### src/rtl/aux_snapshot_controller.sv
// aux_snapshot_controller: once per frame, copies CPU state plus instruction/data memory windows into aux memory.
// Optional feature macro AUX_SNAPSHOT_HOLD_EN adds hold_in, which blocks new snapshots while high.
module aux_snapshot_controller #(
    parameter int DATA_WIDTH           = 16,
    parameter int MEMORY_ADDRESS_WIDTH = 11,
    parameter int AUX_ADDRESS_WIDTH    = 5,
    parameter int CPU_ELEMENTS         = 10,
    parameter int MEMORY_ELEMENTS      = 10
) (
    input  logic                            clock_in,
    input  logic                            reset_in,
    input  logic                            frame_start_in,
`ifdef AUX_SNAPSHOT_HOLD_EN
    input  logic                            hold_in,
`endif
    output logic [3:0]                      cpu_select_out,
    input  logic [DATA_WIDTH-1:0]           cpu_data_in,
    output logic                            mem_req_out,
    input  logic                            mem_grant_in,
    output logic                            mem_select_out,
    output logic [MEMORY_ADDRESS_WIDTH-1:0] mem_raddress_out,
    input  logic [DATA_WIDTH-1:0]           mem_data_in,
    output logic                            aux_we_out,
    output logic [AUX_ADDRESS_WIDTH-1:0]    aux_waddress_out,
    output logic [DATA_WIDTH-1:0]           aux_wdata_out,
    output logic                            busy_out,
    output logic                            done_out
);
    localparam int FINAL = 2**MEMORY_ADDRESS_WIDTH - 1;
    localparam logic [3:0] S_IDLE = 4'd0, S_CPU = 4'd1, S_CALC = 4'd2,
                           S_IREQ = 4'd3, S_IWAIT = 4'd4, S_IWR = 4'd5,
                           S_DREQ = 4'd6, S_DWAIT = 4'd7, S_DWR = 4'd8,
                           S_DONE = 4'd9;

    logic [3:0]                      state_q, state_d, k_q, k_d;
    logic [DATA_WIDTH-1:0]           pc_q, pc_d, daddr_q, daddr_d, word_q, word_d;
    logic [MEMORY_ADDRESS_WIDTH-1:0] ibase_q, ibase_d, dbase_q, dbase_d, base;
    logic                            start, copy, ireq, dreq, iwr, dwr, last_word;

    // Window starts four words before the address, clamped so the whole window stays inside memory.
    function automatic logic [MEMORY_ADDRESS_WIDTH-1:0] window_base(input logic [DATA_WIDTH-1:0] a);
        return (a < DATA_WIDTH'(5)) ? '0 :
               (a > DATA_WIDTH'(FINAL - 5)) ? MEMORY_ADDRESS_WIDTH'(FINAL - 9) :
               MEMORY_ADDRESS_WIDTH'(a - DATA_WIDTH'(4));
    endfunction

`ifdef AUX_SNAPSHOT_HOLD_EN
    assign start = frame_start_in && !hold_in;
`else
    assign start = frame_start_in;
`endif

    assign copy      = state_q == S_CPU;
    assign ireq      = state_q == S_IREQ;
    assign dreq      = state_q == S_DREQ;
    assign iwr       = state_q == S_IWR;
    assign dwr       = state_q == S_DWR;
    assign last_word = k_q == 4'(MEMORY_ELEMENTS - 1);
    assign base      = dreq ? dbase_q : ibase_q;

    // Sequencer next state: CPU copy, base calculation, then request/wait/write per memory word.
    always_comb begin
        state_d = state_q;
        k_d     = k_q;
        pc_d    = pc_q;
        daddr_d = daddr_q;
        ibase_d = ibase_q;
        dbase_d = dbase_q;
        word_d  = word_q;
        case (state_q)
            S_IDLE: if (start) begin
                state_d = S_CPU;
                k_d     = '0;
            end
            S_CPU: begin
                pc_d    = (k_q == 4'd0) ? cpu_data_in : pc_q;
                daddr_d = (k_q == 4'd2) ? cpu_data_in : daddr_q;
                k_d     = (k_q == 4'(CPU_ELEMENTS - 1)) ? '0 : k_q + 4'd1;
                state_d = (k_q == 4'(CPU_ELEMENTS - 1)) ? S_CALC : S_CPU;
            end
            S_CALC: begin
                ibase_d = window_base(pc_q);
                dbase_d = window_base(daddr_q);
                state_d = S_IREQ;
            end
            S_IREQ, S_DREQ: state_d = mem_grant_in ? state_q + 4'd1 : state_q;
            S_IWAIT, S_DWAIT: begin
                word_d  = mem_data_in;
                state_d = state_q + 4'd1;
            end
            S_IWR, S_DWR: begin
                k_d     = last_word ? '0 : k_q + 4'd1;
                state_d = last_word ? state_q + 4'd1 : state_q - 4'd2;
            end
            S_DONE: state_d = S_IDLE;
            default: state_d = S_IDLE;
        endcase
    end

    // Outputs decoded from the registered state; idle-time values are forced to zero.
    always_comb begin
        cpu_select_out   = copy ? k_q : '0;
        mem_req_out      = ireq || dreq;
        mem_select_out   = dreq;
        mem_raddress_out = (ireq || dreq) ? base + MEMORY_ADDRESS_WIDTH'(k_q) : '0;
        aux_we_out       = copy || iwr || dwr;
        aux_waddress_out = copy ? AUX_ADDRESS_WIDTH'(k_q) :
                           iwr  ? AUX_ADDRESS_WIDTH'(CPU_ELEMENTS) + AUX_ADDRESS_WIDTH'(k_q) :
                           dwr  ? AUX_ADDRESS_WIDTH'(CPU_ELEMENTS + MEMORY_ELEMENTS) + AUX_ADDRESS_WIDTH'(k_q) :
                           '0;
        aux_wdata_out    = copy ? cpu_data_in : (iwr || dwr) ? word_q : '0;
        busy_out         = state_q != S_IDLE;
        done_out         = state_q == S_DONE;
    end

    // State registers with synchronous reset back to an idle, all-zero controller.
    always_ff @(posedge clock_in) begin
        if (reset_in) begin
            state_q <= S_IDLE;
            k_q     <= '0;
            pc_q    <= '0;
            daddr_q <= '0;
            ibase_q <= '0;
            dbase_q <= '0;
            word_q  <= '0;
        end else begin
            state_q <= state_d;
            k_q     <= k_d;
            pc_q    <= pc_d;
            daddr_q <= daddr_d;
            ibase_q <= ibase_d;
            dbase_q <= dbase_d;
            word_q  <= word_d;
        end
    end
endmodule

### config.mk
export PLATFORM = sky130hd
export DESIGN_NAME = aux_snapshot_controller
export DESIGN_NICKNAME = d
export VERILOG_FILES = /design/src/rtl/aux_snapshot_controller.sv
export SDC_FILE = /design/constraint.sdc
export NUM_CORES = 1
export LEC_CHECK = 0
export ABC_AREA = 1
export CORE_UTILIZATION = 40
export DETAILED_ROUTE_END_ITERATION = 8
export SLEW_MARGIN = 10
export SYNTH_ARGS = -nofsm -noshare
export SYNTH_HDL_FRONTEND = slang
export SYNTH_SLANG_ARGS = --single-unit
### constraint.sdc
create_clock -name clock_in -period 4.1 [get_ports clock_in]
set_input_delay 0.82 -clock clock_in [delete_from_list [all_inputs] [get_ports clock_in]]
set_output_delay 0.82 -clock clock_in [all_outputs]
set_load 0.01 [all_outputs]
==> results of run 1 <==
## worst paths after layout
| path | endpoint | slack [ps] | startpoint |
|---|---|---|---|
| setup / recovery | mem_raddress_out[9] | 250 | state_q[0] |
| setup reg to reg | daddr_q[0] | 1550 | state_q[1] |
| hold reg to reg | ibase_q[8] | 470 | ibase_q[8] |
| hold / removal | ibase_q[8] | 470 | ibase_q[8] |
## layout make-up
class                      count  area (um2)
clock buffer                  10         138
fill                        1108        5320
timing repair buffer          80         798
inverter                      75         284
clock inverter                 6        68.8
tap                          140         175
sequential                    78        1560
multi-input combinational    484        2540
## power groups by stage
stage | clock [uW] | sequential (uW) | combinational, uW
finish | 597 | 806 | 277
global route | 649 | 810 | 311
CTS | 608 | 806 | 279
detailed placement | 0 | 823 | 275
global placement | 0 | 823 | 275
floorplan | 0 | 815 | 176
## per-layer routing
metal  vias up  track usage (%)  part of all wire [%]
li1       2286                -                     -
met1      1961             29.6                    48
met2       132             37.0                    46
met3        16             3.39                   4.6
met4         0             7.93                   1.6
met5         -                0                     0
## through the flow
stage	util, %	cells	total power, uW	cell area, um2
floorplan	-	661	991	4480
global placement	48.9	857	1100	5330
detailed placement	48.9	857	1100	5330
CTS	51.0	873	1690	5550
global route	51.1	873	1770	5560
finish	51.1	873	1680	5560
## cells by family after synthesis
family          Yosys count
simple gates            280
compound gates          162
buf+inv                  99
flops                    78
fa+ha+maj                24
xor+xnor                 18
## flip-flops by register name, indices dropped and copies added (netlist names)
name	flops
daddr_q	16
dbase_q	11
ibase_q	11
k_q	4
pc_q	16
state_q	4
word_q	16
## placed cells by master, fill, tap and decap left out, drive strengths merged, types with 10 or more instances in the layout
cell type	netlist	layout
o21ai	77	77
clkbuf	14	10
nand2	144	144
xor2	14	14
clkdlybuf4s50	0	73
a211oi	17	17
inv	74	76
nor2	100	100
dfxtp	78	78
a21oi	59	59
ha	23	23
nand4	10	10
nand3	19	19
## worst max-delay path: cells and delay by family, from the launching register on
kind,cells,cell delay [ps]
AND/OR/NAND/NOR,11,960
flip-flops,1,360
buffers and inverters,3,850
adder cells (fa/ha/maj),2,510
==> summary.txt, run 1 <==
Drt
  • WL final: 12200 um
  • Vias per Instance: 5.03
  • Via count: 4395
  • Routed len/inst: 13.9 um
  • 1st-pass router iterations: 5
  • DRC: 0
  • DRT iter0 DRCs: 276
  • ANT nets after route: 0

Clocking
  • Clk slew on worst S/H paths: approximately 80 ps
  • Post-CTS Hold Fix Bufs: 0
  • Cts repair resizes: 6
  • Clk sinks: 78
  • Root Buffer: clkbuf_8
  • CTS tree: done
  • Cts bufs inserted: 9
  • Clock latency on the worst-skew pair: 360 ps
  • Post-CTS Setup Inserts: 0
  • H-tree level count: 3
  • Clock buffer depth: 2

Global routing
  • Vias in the first global route: ~4100
  • Initial antenna violation count: 0
  • First-pass GRT wire length: 20100 um
  • GRT overflow: 0
  • Largest net degree at the start of global routing: 47
  • Gr usage total: 22.4%

Timing
  • Ratio of final minimum period to clock period: 93.8%
  • Slew headroom: 18.6%
  • Setup violators final: 0
  • RSZ-0062 raised after global routing: false
  • Slack of the critical path: 252 ps
  • Slew Viols, Final: 0
  • Worst Tran Pin Value: 1220 ps
  • Setup TNS: 0 ps
  • Max Freq: between 0.2 and 0.3 GHz
  • Final Hold Viols: 0
  • Period minus WS final: 3850 ps
  • Hold Slack: between 400 and 500 ps
  • Worst Clk Skew: 9.82 ps

Cells and area
  • Nets@finish: 788
  • Ant diodes: 0
  • Area delta synth->final: 24.3%
  • Layout cells sized above 1: approximately 5.7%

Critical path
  • CP max stage delay: 530 ps
  • Slowest-stage cell, CP: clkdlybuf4s50_1
  • CP required: 3280 ps
  • Worst setup EP type: output pin
  • Worst path arrival time: 3030 ps
  • CP Launch Type: flip-flop
  • Worst Setup Path Type: flip-flop to output pin
  • Most used cell along the critical path: nand2_1
  • Crit Path Max Fanout: 14
  • Worst path cell trace: inv_2 -> ha_4 -> nand3_4 -> buf_4 -> nand2_1 -> nand2_1 -> ha_1 -> nand3_1 -> nand2_1 -> nand2_1 -> nand2_1 -> nand4_1 -> nand2_1 -> nand2_1 -> nor2_1 -> clkdlybuf4s50_1
  • FF-to-FF path depth: 8

Yosys
  • Yosys cell types: 38
  • Post-synthesis mux area share: 0%
  • Compound-gate portion of the synthesized area: 19.8%
  • Xor and xnor area share after synthesis: about 3.5%
  • Syn avg cell area: a little under 7 um2
  • Largest cells by area after synthesis: dfxtp_1 (35%), nand2_1 (12%), o21ai_0 (8.0%)
  • Post-Synth Simple-Gate Area: around 26%
  • Number of synthesized flops with an enable pin: 0
  • Synth top cells by count: nand2_1 (139), nor2_1 (96), dfxtp_1 (78)
  • Cells after Synth: 661
  • Largest area contributor in the netlist: dfxtp_1
  • Yosys warnings: 0
  • Top_reg_cell synth: dfxtp_1
  • Synthesized net count: 721
  • Largest family of logic cells by synthesized area: simple AND/OR/NAND/NOR gates
  • Mapped Area: 4480 um2
  • Adder-cell area share of the yosys netlist: 6.87%
  • Seq cells post-synth: a little under 80
  • Most numerous cell in the Yosys netlist: nand2_1
  • Post-synth ARST share: 0%
  • Register area share after synthesis: 34.9%
  • Top-area cell type share of the netlist area: a little over a third

Power
  • Clk pwr share: 35.5%
  • Leakage: ~0.0023 uW
  • Peak supply drop: 0.145 mV
  • Sequential power share: 48.0%
  • Pwr per Cell Area: 302 nW/um2
  • P_sw: 479 uW
  • Switching Share: 28.5%
  • Combinational power share: between 15 and 20%
  • Int Pwr: 1200 uW

Die
  • Core footprint: 10900 um2
  • I/O pin count: between 70 and 80
  • Die H: 108 um
  • Die X: 108 um
  • Row count: 38
  • Die area: ~12000 um2
  • Initial Util: 41.1%

Outcome
  • Outcome: completed

Min path
  • Depth of the worst hold-timing path: 2
  • Worst hold-check path type: flip-flop to flip-flop

Flow run
  • Max Cap Viol: 0

Place
  • IO buf count: 76
  • GPL Wtd Cong: 0.855
  • DP HPWL: between 9000 and 10000 um
  • Place WS: about 150 ps
Power figures use the tool's default switching activity.
==> run 2: changes to the inputs <==
--- a/config.mk
+++ b/config.mk
@@ -7,7 +7,9 @@
 export LEC_CHECK = 0
 export ABC_AREA = 1
 export CORE_UTILIZATION = 40
+export CTS_CLUSTER_DIAMETER = 200
 export DETAILED_ROUTE_END_ITERATION = 8
+export PLACE_DENSITY = 0.63
 export SLEW_MARGIN = 10
 export SYNTH_ARGS = -nofsm -noshare
 export SYNTH_HDL_FRONTEND = slang
==> summary.txt, run 2 (synthesis gave the netlist of run 1 again) <==
Outcome
  • Outcome: completed (unchanged)

Global routing
  • GRT overflow: 0 (unchanged)
  • Initial antenna violation count: 0 (unchanged)
  • First-pass GRT wire length: 19600 um (was 20100 um)
  • Vias in the first global route: 4052 (was 4124)
  • Largest net degree at the start of global routing: 47 (unchanged)
  • Gr usage total: 21.7% (was 22.4%)

Min path
  • Worst hold-check path type: flip-flop to flip-flop (unchanged)
  • Hold path start: dbase_q[10] (was ibase_q[8])

Die
  • Die X: 108 um (unchanged)
  • Core footprint: 10900 um2 (unchanged)
  • Die H: 108 um (unchanged)
  • Initial Util: 41.1% (unchanged)
  • I/O pin count: 77 (unchanged)
  • Die area: 11600 um2 (unchanged)
  • Row count: 38 (unchanged)

Power
  • Combinational power share: 16.4% (was 16.5%)
  • Switching Share: 28.0% (was 28.5%)
  • Sequential power share: 47.8% (was 48.0%)
  • Peak supply drop: 0.163 mV (was 0.145 mV)
  • P_sw: 471 uW (was 479 uW)
  • Pwr per Cell Area: 303 nW/um2 (was 302 nW/um2)
  • Clk pwr share: 35.8% (was 35.5%)
  • Int Pwr: 1210 uW (was 1200 uW)
  • Leakage: 0.00228 uW (about the same)

Cells and area
  • Layout cells sized above 1: 5.87% (was 5.73%)
  • Ant diodes: 0 (unchanged)
  • Largest registers: daddr_q: 16 flops, pc_q: 16 flops, word_q: 16 flops (unchanged)
  • Sequential Area: 1560 um2 (about the same)
  • Filler cells: 1110 (was 1108)
  • Final Util: 51.1% (about the same)
  • Most common cell after layout, fill and taps aside: nand2_1 (unchanged)
  • Most frequent cells in the layout: nand2_1 (139), nor2_1 (96), dfxtp_1 (77) (was nand2_1 (139), nor2_1 (96), dfxtp_1 (78))
  • Area occupied by multi-input gates: 2530 um2 (was 2540 um2)
  • Nets@finish: 788 (unchanged)
  • Area delta synth->final: 24.2% (was 24.3%)

Timing
  • Slew Viols, Final: 0 (unchanged)
  • Max Freq: 0.259 GHz (was 0.260 GHz)
  • Ratio of final minimum period to clock period: 94.0% (was 93.8%)
  • RSZ-0062 raised after global routing: false (unchanged)
  • Slew headroom: 20.2% (was 18.6%)
  • Period minus WS final: 3850 ps (about the same)
  • Final Hold Viols: 0 (unchanged)
  • Setup TNS: 0 ps (unchanged)
  • Worst Clk Skew: 7.89 ps (was 9.82 ps)
  • Worst Tran Pin Value: 1190 ps (was 1220 ps)
  • Setup violators final: 0 (unchanged)

Place
  • DP HPWL: 9100 um (was 9360 um)
  • GPL Wtd Cong: 0.860 (was 0.855)
  • IO buf count: 76 (unchanged)

Critical path
  • Worst setup EP type: output pin (unchanged)
  • CP Launch Point: state_q[0] (unchanged)
  • CP Launch Type: flip-flop (unchanged)
  • Crit Path Max Fanout: 14 (unchanged)
  • CP required: 3280 ps (about the same)
  • Worst path arrival time: 3030 ps (about the same)
  • Critical R2R Launch: k_q[2] (was state_q[1])
  • Worst Setup Path Type: flip-flop to output pin (unchanged)

Clocking
  • Clk slew on worst S/H paths: 80 ps (about the same)
  • CTS tree: done (unchanged)
  • Post-CTS Setup Inserts: 0 (unchanged)
  • Clk sinks: 78 (unchanged)
  • Clock buffer depth: 2 (unchanged)
  • H-tree level count: 3 (unchanged)
  • Cts bufs inserted: 9 (unchanged)
  • Root Buffer: clkbuf_8 (unchanged)
  • Clock latency on the worst-skew pair: 360 ps (about the same)

Flow run
  • Max Cap Viol: 0 (unchanged)

Drt
  • ANT nets after route: 0 (unchanged)
  • Via count: 4353 (was 4395)
  • Vias per Instance: 4.99 (was 5.03)
  • Routed len/inst: 13.6 um (was 13.9 um)
  • 1st-pass router iterations: 4 (was 5)
  • DRC: 0 (unchanged)
  • DRT iter0 DRCs: 312 (was 276)
  • WL final: 11900 um (was 12200 um)
run 2: metrics by stage:
stage                     setup WS [ps]  hold slack [ps]  area [um2]  total power, uW  cells
after detailed placement            182              460        5330             1100    857
after global routing               31.3              493        5560             1770    873
after global placement              276              457        5330             1090    857
final                               246              467        5560             1680    873
after CTS                          1.84              472        5550             1700    873
after floorplan                     796              445        4480              991    661
run 2: repair_timing:
action | 4_1_cts | 5_1_grt
hold buffers | 0 | 0
setup endpoints to repair | 3 | 3
resized for setup | 6 | 6
pin swaps | 0 | 1
run 2: routing by layer:
layer	track usage, %	wire length, um	up-vias
li1	-	-	2280
met1	28.6	5800	1947
met2	35.2	5230	112
met3	4.78	633	14
met4	6.26	194	0
met5	0	0	-
run 2: worst paths after layout:
| check | to | slack [ps] | cells past startpoint |
|---|---|---|---|
| hold / removal | dbase_q[10] | 470 | 2 |
| setup / recovery | mem_raddress_out[7] | 250 | 15 |
| hold reg to reg | dbase_q[10] | 470 | 2 |
| setup reg to reg | daddr_q[14] | 1720 | 6 |
run 2: cell type report:
class	count	share of cell area (%)
sequential	78	28.1
inverter	75	5.11
clock inverter	5	1.01
clock buffer	11	2.72
tap	140	3.15
timing repair buffer	80	14.4
multi-input combinational	484	45.6
run 2: power groups by stage:
stage	logic [uW]	registers (uW)	clock network [uW]
2_1_floorplan	176	815	0
3_3_place_gp	271	822	0
3_5_place_dp	273	822	0
4_1_cts	276	805	615
5_1_grt	310	809	650
6_report	276	805	603
run 2: worst max-delay path: stages (launching register included):
cell	delay [ps]
dfxtp_1	360
inv_2	110
ha_4	170
nand3_4	120
buf_4	220
nand2_1	60
nand2_1	50
ha_1	330
a21oi_1	160
nand2_1	90
nand2_1	60
nand2_1	80
nand2_1	100
o21ai_0	70
a21oi_1	140
clkdlybuf4s50_1	550
==> run 3: changes to the inputs <==
--- a/config.mk
+++ b/config.mk
@@ -6,6 +6,7 @@
 export NUM_CORES = 1
 export LEC_CHECK = 0
 export ABC_AREA = 1
+export CAP_MARGIN = 10
 export CORE_UTILIZATION = 40
 export CTS_CLUSTER_DIAMETER = 200
 export DETAILED_ROUTE_END_ITERATION = 8
==> results of run 3 <==
Same layout as run 2: the final DEF is identical, and so are final timing and power.
